<file path="src/rtl/fdivsqrt_pkg.sv">
// Shared definitions for the radix-2 divide/square-root sequencer:
// FSM state type, precision encoding and per-format iteration counts.
package fdivsqrt_pkg;

   typedef enum logic [1:0] {
      IDLE = 2'd0,
      ITER = 2'd1,
      DONE = 2'd2
   } state_e;

   localparam logic [1:0] FMT_H = 2'd0;
   localparam logic [1:0] FMT_S = 2'd1;
   localparam logic [1:0] FMT_D = 2'd2;
   localparam logic [1:0] FMT_Q = 2'd3;

   localparam int unsigned ITER_CNT_W = 7;

   // Radix-2 steps per precision, indexed by fmt (H, S, D, Q).
   localparam logic [ITER_CNT_W-1:0] N_ITER [4] = '{7'd13, 7'd26, 7'd55, 7'd115};

   function automatic logic [ITER_CNT_W-1:0] iter_count(input logic [1:0] fmt);
      logic [ITER_CNT_W-1:0] n;
      n = N_ITER[3];
      case (fmt)
         FMT_H: n = N_ITER[0];
         FMT_S: n = N_ITER[1];
         FMT_D: n = N_ITER[2];
         FMT_Q: n = N_ITER[3];
      endcase
      return n;
   endfunction

endpackage

</file>
<file path="src/rtl/fdivsqrt_seq_if.sv">
// Issue/writeback handshake and datapath-enable bundle of the div/sqrt
// sequencer. master = issue stage / datapath side, slave = sequencer.
interface fdivsqrt_seq_if;

   logic       start;
   logic       ready;
   logic       sqrt;
   logic [1:0] fmt;
   logic       special;
   logic       flush;
   logic       wz;
   logic       init;
   logic       iter_en;
   logic       last;
   logic       sqrt_q;
   logic       busy;
   logic       res_valid;
   logic       res_ready;
   logic       early;

   modport master (
      output start, sqrt, fmt, special, flush, wz, res_ready,
      input  ready, init, iter_en, last, sqrt_q, busy, res_valid, early
   );

   modport slave (
      input  start, sqrt, fmt, special, flush, wz, res_ready,
      output ready, init, iter_en, last, sqrt_q, busy, res_valid, early
   );

endinterface

</file>
<file path="src/rtl/fdivsqrt_itercnt.sv">
// Loadable down-counter for the iteration sequencer. Saturates at zero.
module fdivsqrt_itercnt #(
   parameter int unsigned CNT_W = 7
) (
   input  logic             clk,
   input  logic             reset_n,
   input  logic             load,
   input  logic [CNT_W-1:0] load_val,
   input  logic             en,
   output logic             zero
);

   logic [CNT_W-1:0] cnt;

   assign zero = (cnt == '0);

   // Load has priority over decrement; decrement holds at zero.
   always_ff @(posedge clk or negedge reset_n) begin
      if (!reset_n) begin
         cnt <= '0;
      end else if (load) begin
         cnt <= load_val;
      end else if (en && !zero) begin
         cnt <= cnt - CNT_W'(1);
      end
   end

endmodule

</file>
<file path="src/rtl/fdivsqrt_seq.sv">
// Iteration sequencer for the radix-2 div/sqrt datapath: init strobe on
// accept, one iter_en per step for N[fmt] steps, then result-valid held
// until writeback accepts. Optional residual-zero early termination is
// enabled by defining FDIVSQRT_EARLY_TERM_EN.
module fdivsqrt_seq
   import fdivsqrt_pkg::*;
#(
   parameter int unsigned CNT_W = 7
) (
   input logic         clk,
   input logic         reset_n,
   fdivsqrt_seq_if.slave bus
);

   state_e           state, state_nx;
   logic             accept;
   logic             cnt_load;
   logic             cnt_zero;
   logic [CNT_W-1:0] cnt_init;
   logic             term_early;
   logic             early_q;
   logic             sqrt_r;
   logic             init_c;
   logic             iter_en_c;
   logic             res_valid_c;

   assign accept   = (state == IDLE) && bus.start && !bus.flush;
   // A flush also parks the counter at zero so no stale count survives.
   assign cnt_load = accept || bus.flush;
   assign cnt_init = (bus.flush || bus.special) ? '0
                   : CNT_W'(iter_count(bus.fmt) - ITER_CNT_W'(1));

`ifdef FDIVSQRT_EARLY_TERM_EN
   assign term_early = (state == ITER) && bus.wz && !bus.flush;
`else
   logic unused_wz;
   assign unused_wz  = bus.wz;
   assign term_early = 1'b0;
`endif

   fdivsqrt_itercnt #(
      .CNT_W (CNT_W)
   ) u_itercnt (
      .clk      (clk),
      .reset_n  (reset_n),
      .load     (cnt_load),
      .load_val (cnt_init),
      .en       (iter_en_c),
      .zero     (cnt_zero)
   );

   // State register.
   always_ff @(posedge clk or negedge reset_n) begin
      if (!reset_n) begin
         state <= IDLE;
      end else begin
         state <= state_nx;
      end
   end

   // Next-state and strobe decode; flush overrides everything.
   always_comb begin
      state_nx    = state;
      init_c      = 1'b0;
      iter_en_c   = 1'b0;
      res_valid_c = 1'b0;
      unique case (state)
         IDLE: begin
            if (bus.start && !bus.flush) begin
               init_c   = 1'b1;
               state_nx = bus.special ? DONE : ITER;
            end
         end
         ITER: begin
            if (bus.flush) begin
               state_nx = IDLE;
            end else begin
               iter_en_c = 1'b1;
               if (cnt_zero || term_early) begin
                  state_nx = DONE;
               end
            end
         end
         DONE: begin
            if (bus.flush) begin
               state_nx = IDLE;
            end else begin
               res_valid_c = 1'b1;
               if (bus.res_ready) begin
                  state_nx = IDLE;
               end
            end
         end
         default: state_nx = IDLE;
      endcase
   end

   // Operation type captured on accept; early flag set on residual-zero exit.
   always_ff @(posedge clk or negedge reset_n) begin
      if (!reset_n) begin
         sqrt_r  <= 1'b0;
         early_q <= 1'b0;
      end else if (accept) begin
         sqrt_r  <= bus.sqrt;
         early_q <= 1'b0;
      end else if (bus.flush) begin
         early_q <= 1'b0;
      end else if (term_early) begin
         early_q <= 1'b1;
      end
   end

   assign bus.ready     = (state == IDLE);
   assign bus.busy      = (state == ITER);
   assign bus.last      = (state == ITER) && cnt_zero;
   assign bus.init      = init_c;
   assign bus.iter_en   = iter_en_c;
   assign bus.res_valid = res_valid_c;
   assign bus.sqrt_q    = sqrt_r;
   assign bus.early     = early_q;

endmodule

</file>
<file path="src/flat_wrapper.sv">
// flat-port wrapper written by rule: the top's interface ports become plain ports
module fdivsqrt_seq_flat import fdivsqrt_pkg::*;
#(
   parameter int unsigned CNT_W = 7
)
  (clk, reset_n, bus_start, bus_sqrt, bus_fmt, bus_special, bus_flush, bus_wz, bus_res_ready, bus_ready, bus_init, bus_iter_en, bus_last, bus_sqrt_q, bus_busy, bus_res_valid, bus_early);
  fdivsqrt_seq_if bus_i ();
  input logic clk;
  input logic reset_n;
  input wire logic [$bits(bus_i.start)-1:0] bus_start;
  input wire logic [$bits(bus_i.sqrt)-1:0] bus_sqrt;
  input wire logic [$bits(bus_i.fmt)-1:0] bus_fmt;
  input wire logic [$bits(bus_i.special)-1:0] bus_special;
  input wire logic [$bits(bus_i.flush)-1:0] bus_flush;
  input wire logic [$bits(bus_i.wz)-1:0] bus_wz;
  input wire logic [$bits(bus_i.res_ready)-1:0] bus_res_ready;
  output wire logic [$bits(bus_i.ready)-1:0] bus_ready;
  output wire logic [$bits(bus_i.init)-1:0] bus_init;
  output wire logic [$bits(bus_i.iter_en)-1:0] bus_iter_en;
  output wire logic [$bits(bus_i.last)-1:0] bus_last;
  output wire logic [$bits(bus_i.sqrt_q)-1:0] bus_sqrt_q;
  output wire logic [$bits(bus_i.busy)-1:0] bus_busy;
  output wire logic [$bits(bus_i.res_valid)-1:0] bus_res_valid;
  output wire logic [$bits(bus_i.early)-1:0] bus_early;
  assign bus_i.start = bus_start;
  assign bus_i.sqrt = bus_sqrt;
  assign bus_i.fmt = bus_fmt;
  assign bus_i.special = bus_special;
  assign bus_i.flush = bus_flush;
  assign bus_i.wz = bus_wz;
  assign bus_i.res_ready = bus_res_ready;
  assign bus_ready = bus_i.ready;
  assign bus_init = bus_i.init;
  assign bus_iter_en = bus_i.iter_en;
  assign bus_last = bus_i.last;
  assign bus_sqrt_q = bus_i.sqrt_q;
  assign bus_busy = bus_i.busy;
  assign bus_res_valid = bus_i.res_valid;
  assign bus_early = bus_i.early;
  fdivsqrt_seq #(.CNT_W(CNT_W)) u_core (.clk(clk), .reset_n(reset_n), .bus(bus_i));
endmodule
</file>
<file path="config.mk">
export PLATFORM = sky130hd
export DESIGN_NAME = fdivsqrt_seq_flat
export DESIGN_NICKNAME = d
export VERILOG_FILES = /design/src/rtl/fdivsqrt_pkg.sv /design/src/rtl/fdivsqrt_seq_if.sv /design/src/rtl/fdivsqrt_itercnt.sv /design/src/rtl/fdivsqrt_seq.sv /design/src/flat_wrapper.sv
export SDC_FILE = /design/constraint.sdc
export NUM_CORES = 1
export LEC_CHECK = 0
export BUFFER_PORTS_ARGS = -buffer_cell sky130_fd_sc_hd__buf_2
export CORE_MARGIN = 2
export CORE_UTILIZATION = 46
export CTS_CLUSTER_SIZE = 14
export DETAILED_ROUTE_END_ITERATION = 10
export GPL_ROUTABILITY_DRIVEN = 0
export HOLD_SLACK_MARGIN = 0.03
export PLACE_DENSITY = 0.71
export SLEW_MARGIN = 25
export SYNTH_ARGS = -nofsm -noshare
export SYNTH_HDL_FRONTEND = slang
export SYNTH_HIERARCHICAL = 1
export SYNTH_SLANG_ARGS = --single-unit
</file>
<file path="constraint.sdc">
create_clock -name clk -period 1.9 [get_ports clk]
set_input_delay 0.38 -clock clk [delete_from_list [all_inputs] [get_ports clk]]
set_output_delay 0.38 -clock clk [all_outputs]
set_load 0.01 [all_outputs]
</file>
After elaboration in Yosys (flattened, before gate mapping) --
Cells that the tools add are included. Widths: inputs -> output; s select.
Storage, ports and cells: ROM bits 0, latch bits 0, memory bits (writable) 0, output and inout bits 8, memories 0, word-level logic and storage cells 47, flip-flop bits (word level) 11, bits of input ports 10
Cells by class: magnitude comparators 0, multiplexer cells 18, multiply operators 0, add/sub/neg operators 2, divide/modulo/power cells 0, bitwise logic cells 0, reduce and logical (&&, ||, !) cells 15, equality and inequality tests 8, shift operators 0
Operator list (number):
- $pmux 7 s4 | 1
- $mux 7 | 3
- $sub 7x1->7 const B | 2
- $mux 2 | 6
- $logic_not 7->1 | 1
- $mux 1 | 7
- $eq 2x2->1 const B | 3
- $pmux 2 s3 | 1
- $logic_and 1x1->1 | 5
- $eq 2x1->1 const B | 2
- $logic_not 2->1 | 2
- $reduce_bool 2->1 | 2
- $ne 3x2->1 const B | 1
- $ne 3x3->1 const B | 1
- $reduce_and 3->1 | 1
- $logic_not 1->1 | 2
- $logic_or 1x1->1 | 2
- $ne 2x1->1 const B | 1

Logic depth before layout (Yosys ltp) --
depth after elaboration 5, depth in mapped cells 7, gate-level depth less buffers 7

By module --
Netlist, hierarchy kept.
Modules (own cells, without submodules):
- fdivsqrt_itercnt | cells an instance 52, instances 1, sequential area each 175.2 sq um, area an instance 461.7 sq um
- fdivsqrt_seq | cells an instance 31, instances 1, sequential area each 75.1 sq um, area an instance 292.8 sq um

Least setup slack after synthesis --
Ideal clock, no wire load.
path type register to register, start register u_core.state[0], end register u_core.u_itercnt.cnt[3], path buffers 0, setup slack -0.003 ns, stages on the path, launching flop included 6, clock period less this slack 1.903 ns, arrival time 1.825 ns, path through dfrtp_1 nor2b_1 and2b_2 or4b_1 a311o_1 a21oi_1
RTL lines:
- start: declaration | RTL line fdivsqrt_seq.sv:15 | state_e state, state_nx;
- start signal: assignment | RTL line fdivsqrt_seq.sv:57 | state <= state_nx;
- $eq 2x1->1
- via bus_busy | RTL line flat_wrapper.sv:22 | output wire logic [$bits(bus_i.busy)-1:0] bus_busy;
- $mux 1 | RTL line fdivsqrt_seq.sv:67 | unique case (state)
- via bus_iter_en | RTL line flat_wrapper.sv:19 | output wire logic [$bits(bus_i.iter_en)-1:0] bus_iter_en;
- $logic_and 1x1->1 | RTL line fdivsqrt_itercnt.sv:23 | end else if (en && !zero) begin
- $reduce_bool 2->1 (no line)
- end signal: assignment | RTL line fdivsqrt_itercnt.sv:22 | cnt <= load_val;
- end signal: assignment | RTL line fdivsqrt_itercnt.sv:24 | cnt <= cnt - CNT_W'(1);
- end: declaration | RTL line fdivsqrt_itercnt.sv:13 | logic [CNT_W-1:0] cnt;
The timed path passes the listed nets, and every way through them passes these cells. A chain may end at the register's enable or synchronous reset.

Worst setup path in the final report --
start register u_core.u_itercnt.cnt[0], end output bus_last
On the way: longest elaborated chain between the ends 2
Ends and longest elaborated chain:
- $logic_not 7->1 | RTL line fdivsqrt_itercnt.sv:15 | assign zero = (cnt == '0);
- via u_core.cnt_zero | RTL line fdivsqrt_seq.sv:18 | logic cnt_zero;
- $logic_and 1x1->1 | RTL line fdivsqrt_seq.sv:115 | assign bus.last = (state == ITER) && cnt_zero;
- end: declaration | RTL line flat_wrapper.sv:20 | output wire logic [$bits(bus_i.last)-1:0] bus_last;
The timed path passes the listed nets, and every way through them passes these cells.

==> impl_metrics.tcl <==
set metrics [dict create \
    wl_um 1860 \
    dp.cells 122 \
    ys.flop_type "dfrtp_1" \
    fin_nets 130 \
    synth_area_um2 754 \
    gr-usage-all-layers_pct 22.1 \
    critPathCaptureType "output port" \
    synthDistinctLibCells 41 \
    yosysTopAreaCell "dfrtp_1" \
    critPathKind "flop to output port" \
    clock_latency_ns 0.27 \
    p_leak_nw 0.487 \
    cts-root-buf "clkbuf_4" \
    synth.most_common_cell "dfrtp_1" \
    n_antenna_cell 0 \
    viasPerCell 5.93 \
    clkTransAtPathRegs_ns 0.08 \
    grt_antenna_before_repair 0 \
    cp.required_ns 1.52 \
    ys_ff_latch 10 \
    drive_gt1_share_pct 44.9 \
    fillers 128 \
    cts_max_path_buffers 2 \
    hold_path_class "primary input to flop" \
    setup_viol 1 \
    ant_nets 0 \
    slew_viol_final 0 \
    route.met2.wl_um 916 \
    tns_ns -0.0790 \
    coreArea_mm2 0.00152 \
    numCtsBuffers 3 \
    power.total_mw 1.17 \
    instances_no_fill 134 \
    period_share_pct 104 \
    grt_pass1_vias 723 \
    initial_core_util_pct 49.5 \
    synth_area_leaders "dfrtp_1 33%, nor2b_1 4.1%, o31ai_1 4.0%, and2_1 3.3%, a21oi_1 2.7%" \
    clock_skew_ns 0.00533 \
    async_flop_share_pct 100 \
    rsz0062_at_grt "true" \
    avgSynthCellArea_um2 9.09 \
    yosys_warnings 6 \
    die-area_mm2 0.00198 \
    first_iter_violations 22 \
    synth.top_cell.area_share_pct 33.2 \
    areaGrowthSynthToFinish_pct 38.8 \
    drc 0 \
    wl_per_cell_um 13.9 \
    io_pins 18 \
    syn_nets 94 \
    wl_met1_um 769 \
    vias 794 \
    syn_inst 83 \
    die_w_um 44.5 \
    highest_layer "met4" \
    grt_start_max_net_pins 11 \
    grt_first_pass_wirelength_um 3170 \
    hold_slack_ns 0.316 \
    port_buffers 15 \
    num_rows 14 \
    hpwl_um 1340 \
    fmax_mhz 505 \
    power_density_mw_per_mm2 1120 \
    peakVddDrop_uv 612 \
    fin_crit_ns 1.98 \
    drv_cap 0 \
    synth_edf_count 0 \
    clkSinkCount 10 \
    fin_util_pct 68.7 \
    layout_setup_ws_ns -0.0790 \
    synth_common_cells "10 x dfrtp_1, 5 x nor2_1, 5 x nor2b_1" \
    finalHoldViolations 0 \
    cts-htree-levels 1 \
    start_kind "flop" \
    critPathMaxFanout 2 \
    seq_area_frac_synth_pct 33.2 \
    overflow 0 \
    tritoncts "built" \
    firstDrtPassIters 4 \
    die_height_um 44.5 \
    violations "negative setup slack" \
    wl_met3_um 158 \
    outcome "complete, but fails checks" \
    critPathArrivalTime_ns 1.60 \
]
registers in the layout, indices dropped and copies added, names as in the netlist:
name	cells
u_core/bus.sqrt_q	1
u_core/state	2
u_core/u_itercnt/cnt	7
metrics by stage:
step / area [µm²] / setup WS, ns
after floorplan: 757 / 0.0756
after global routing: 1050 / -0.156
after detailed placement: 912 / 0.0563
after global placement: 912 / 0.0700
after CTS: 1030 / -0.102
final: 1050 / -0.0790
kinds of logic after synthesis:
family          count (synthesis)  share of synthesized area (%)
fa+ha+maj                       1                           1.66
buf+inv                         7                           4.97
mux                             1                           1.49
flops                          10                           33.2
other cells                     1                          0.497
simple gates                   40                           34.5
compound gates                 23                           23.7
final cells by class:
class / instances / area, µm² / share of cell area [%]
clock buffers: 4 / 36.3 / 3.46
inverters: 4 / 15.0 / 1.43
multi-input cells: 66 / 499 / 47.7
flip-flops and latches: 10 / 250 / 23.9
well taps: 16 / 20.0 / 1.91
repair buffers: 34 / 226 / 21.6
repair_timing:
item	in CTS	in global routing
hold buffers	1	0
setup endpoints to repair	1	1
buffers inserted	5	2
pin swaps	2	2
gates resized for setup	9	1
endpoints found under the hold margin	10	0
power breakdown:
group,switching (mW),internal [mW]
registers,0.0543,0.270
logic,0.303,0.345
clock network,0.0842,0.117
final timing paths:
check | slack, ns | to | cells after the start | from
worst min-delay path | 0.32 | u_core/bus.sqrt_q | 2 | bus_sqrt
min in group asynchronous | 0.49 | u_core/u_itercnt/cnt[4] | 2 | reset_n
worst max register to register | 0.11 | u_core/state[1] | 8 | u_core/u_itercnt/cnt[0]
worst min register to register | 0.48 | u_core/bus.sqrt_q | 1 | u_core/bus.sqrt_q
max in group asynchronous | 1.21 | u_core/u_itercnt/cnt[0] | 2 | reset_n
worst max-delay path | -0.08 | bus_last | 6 | u_core/u_itercnt/cnt[0]
metal layers:
metal / GRT usage [%] / up-vias
met3: 4.49 / 2
met1: 27.7 / 369
met2: 36.2 / 45
li1: - / 378
met5: 0 / -
met4: 9.70 / 0
placed cells by master (no fill, tap or decap), types with 3 or more instances in the layout:
cell type / synthesis / routed
buf_4: 1 / 18
nor2_1: 5 / 4
clkbuf_4: 0 / 3
nand2_1: 4 / 4
nor3_1: 4 / 4
a21oi_1: 4 / 4
dfrtp_1: 10 / 10
o31ai_1: 4 / 4
nor2b_1: 5 / 4
buf_2: 0 / 14
and2_1: 4 / 3
worst max-delay path, stage by stage (launching register included):
cell and delay (ns):
dfrtp_1 0.39, inv_2 0.08, ha_4 0.13, or3b_4 0.40
nor2_4 0.10, and2_4 0.14, buf_6 0.09
No activity file was read; power rests on OpenSTA's default activity.
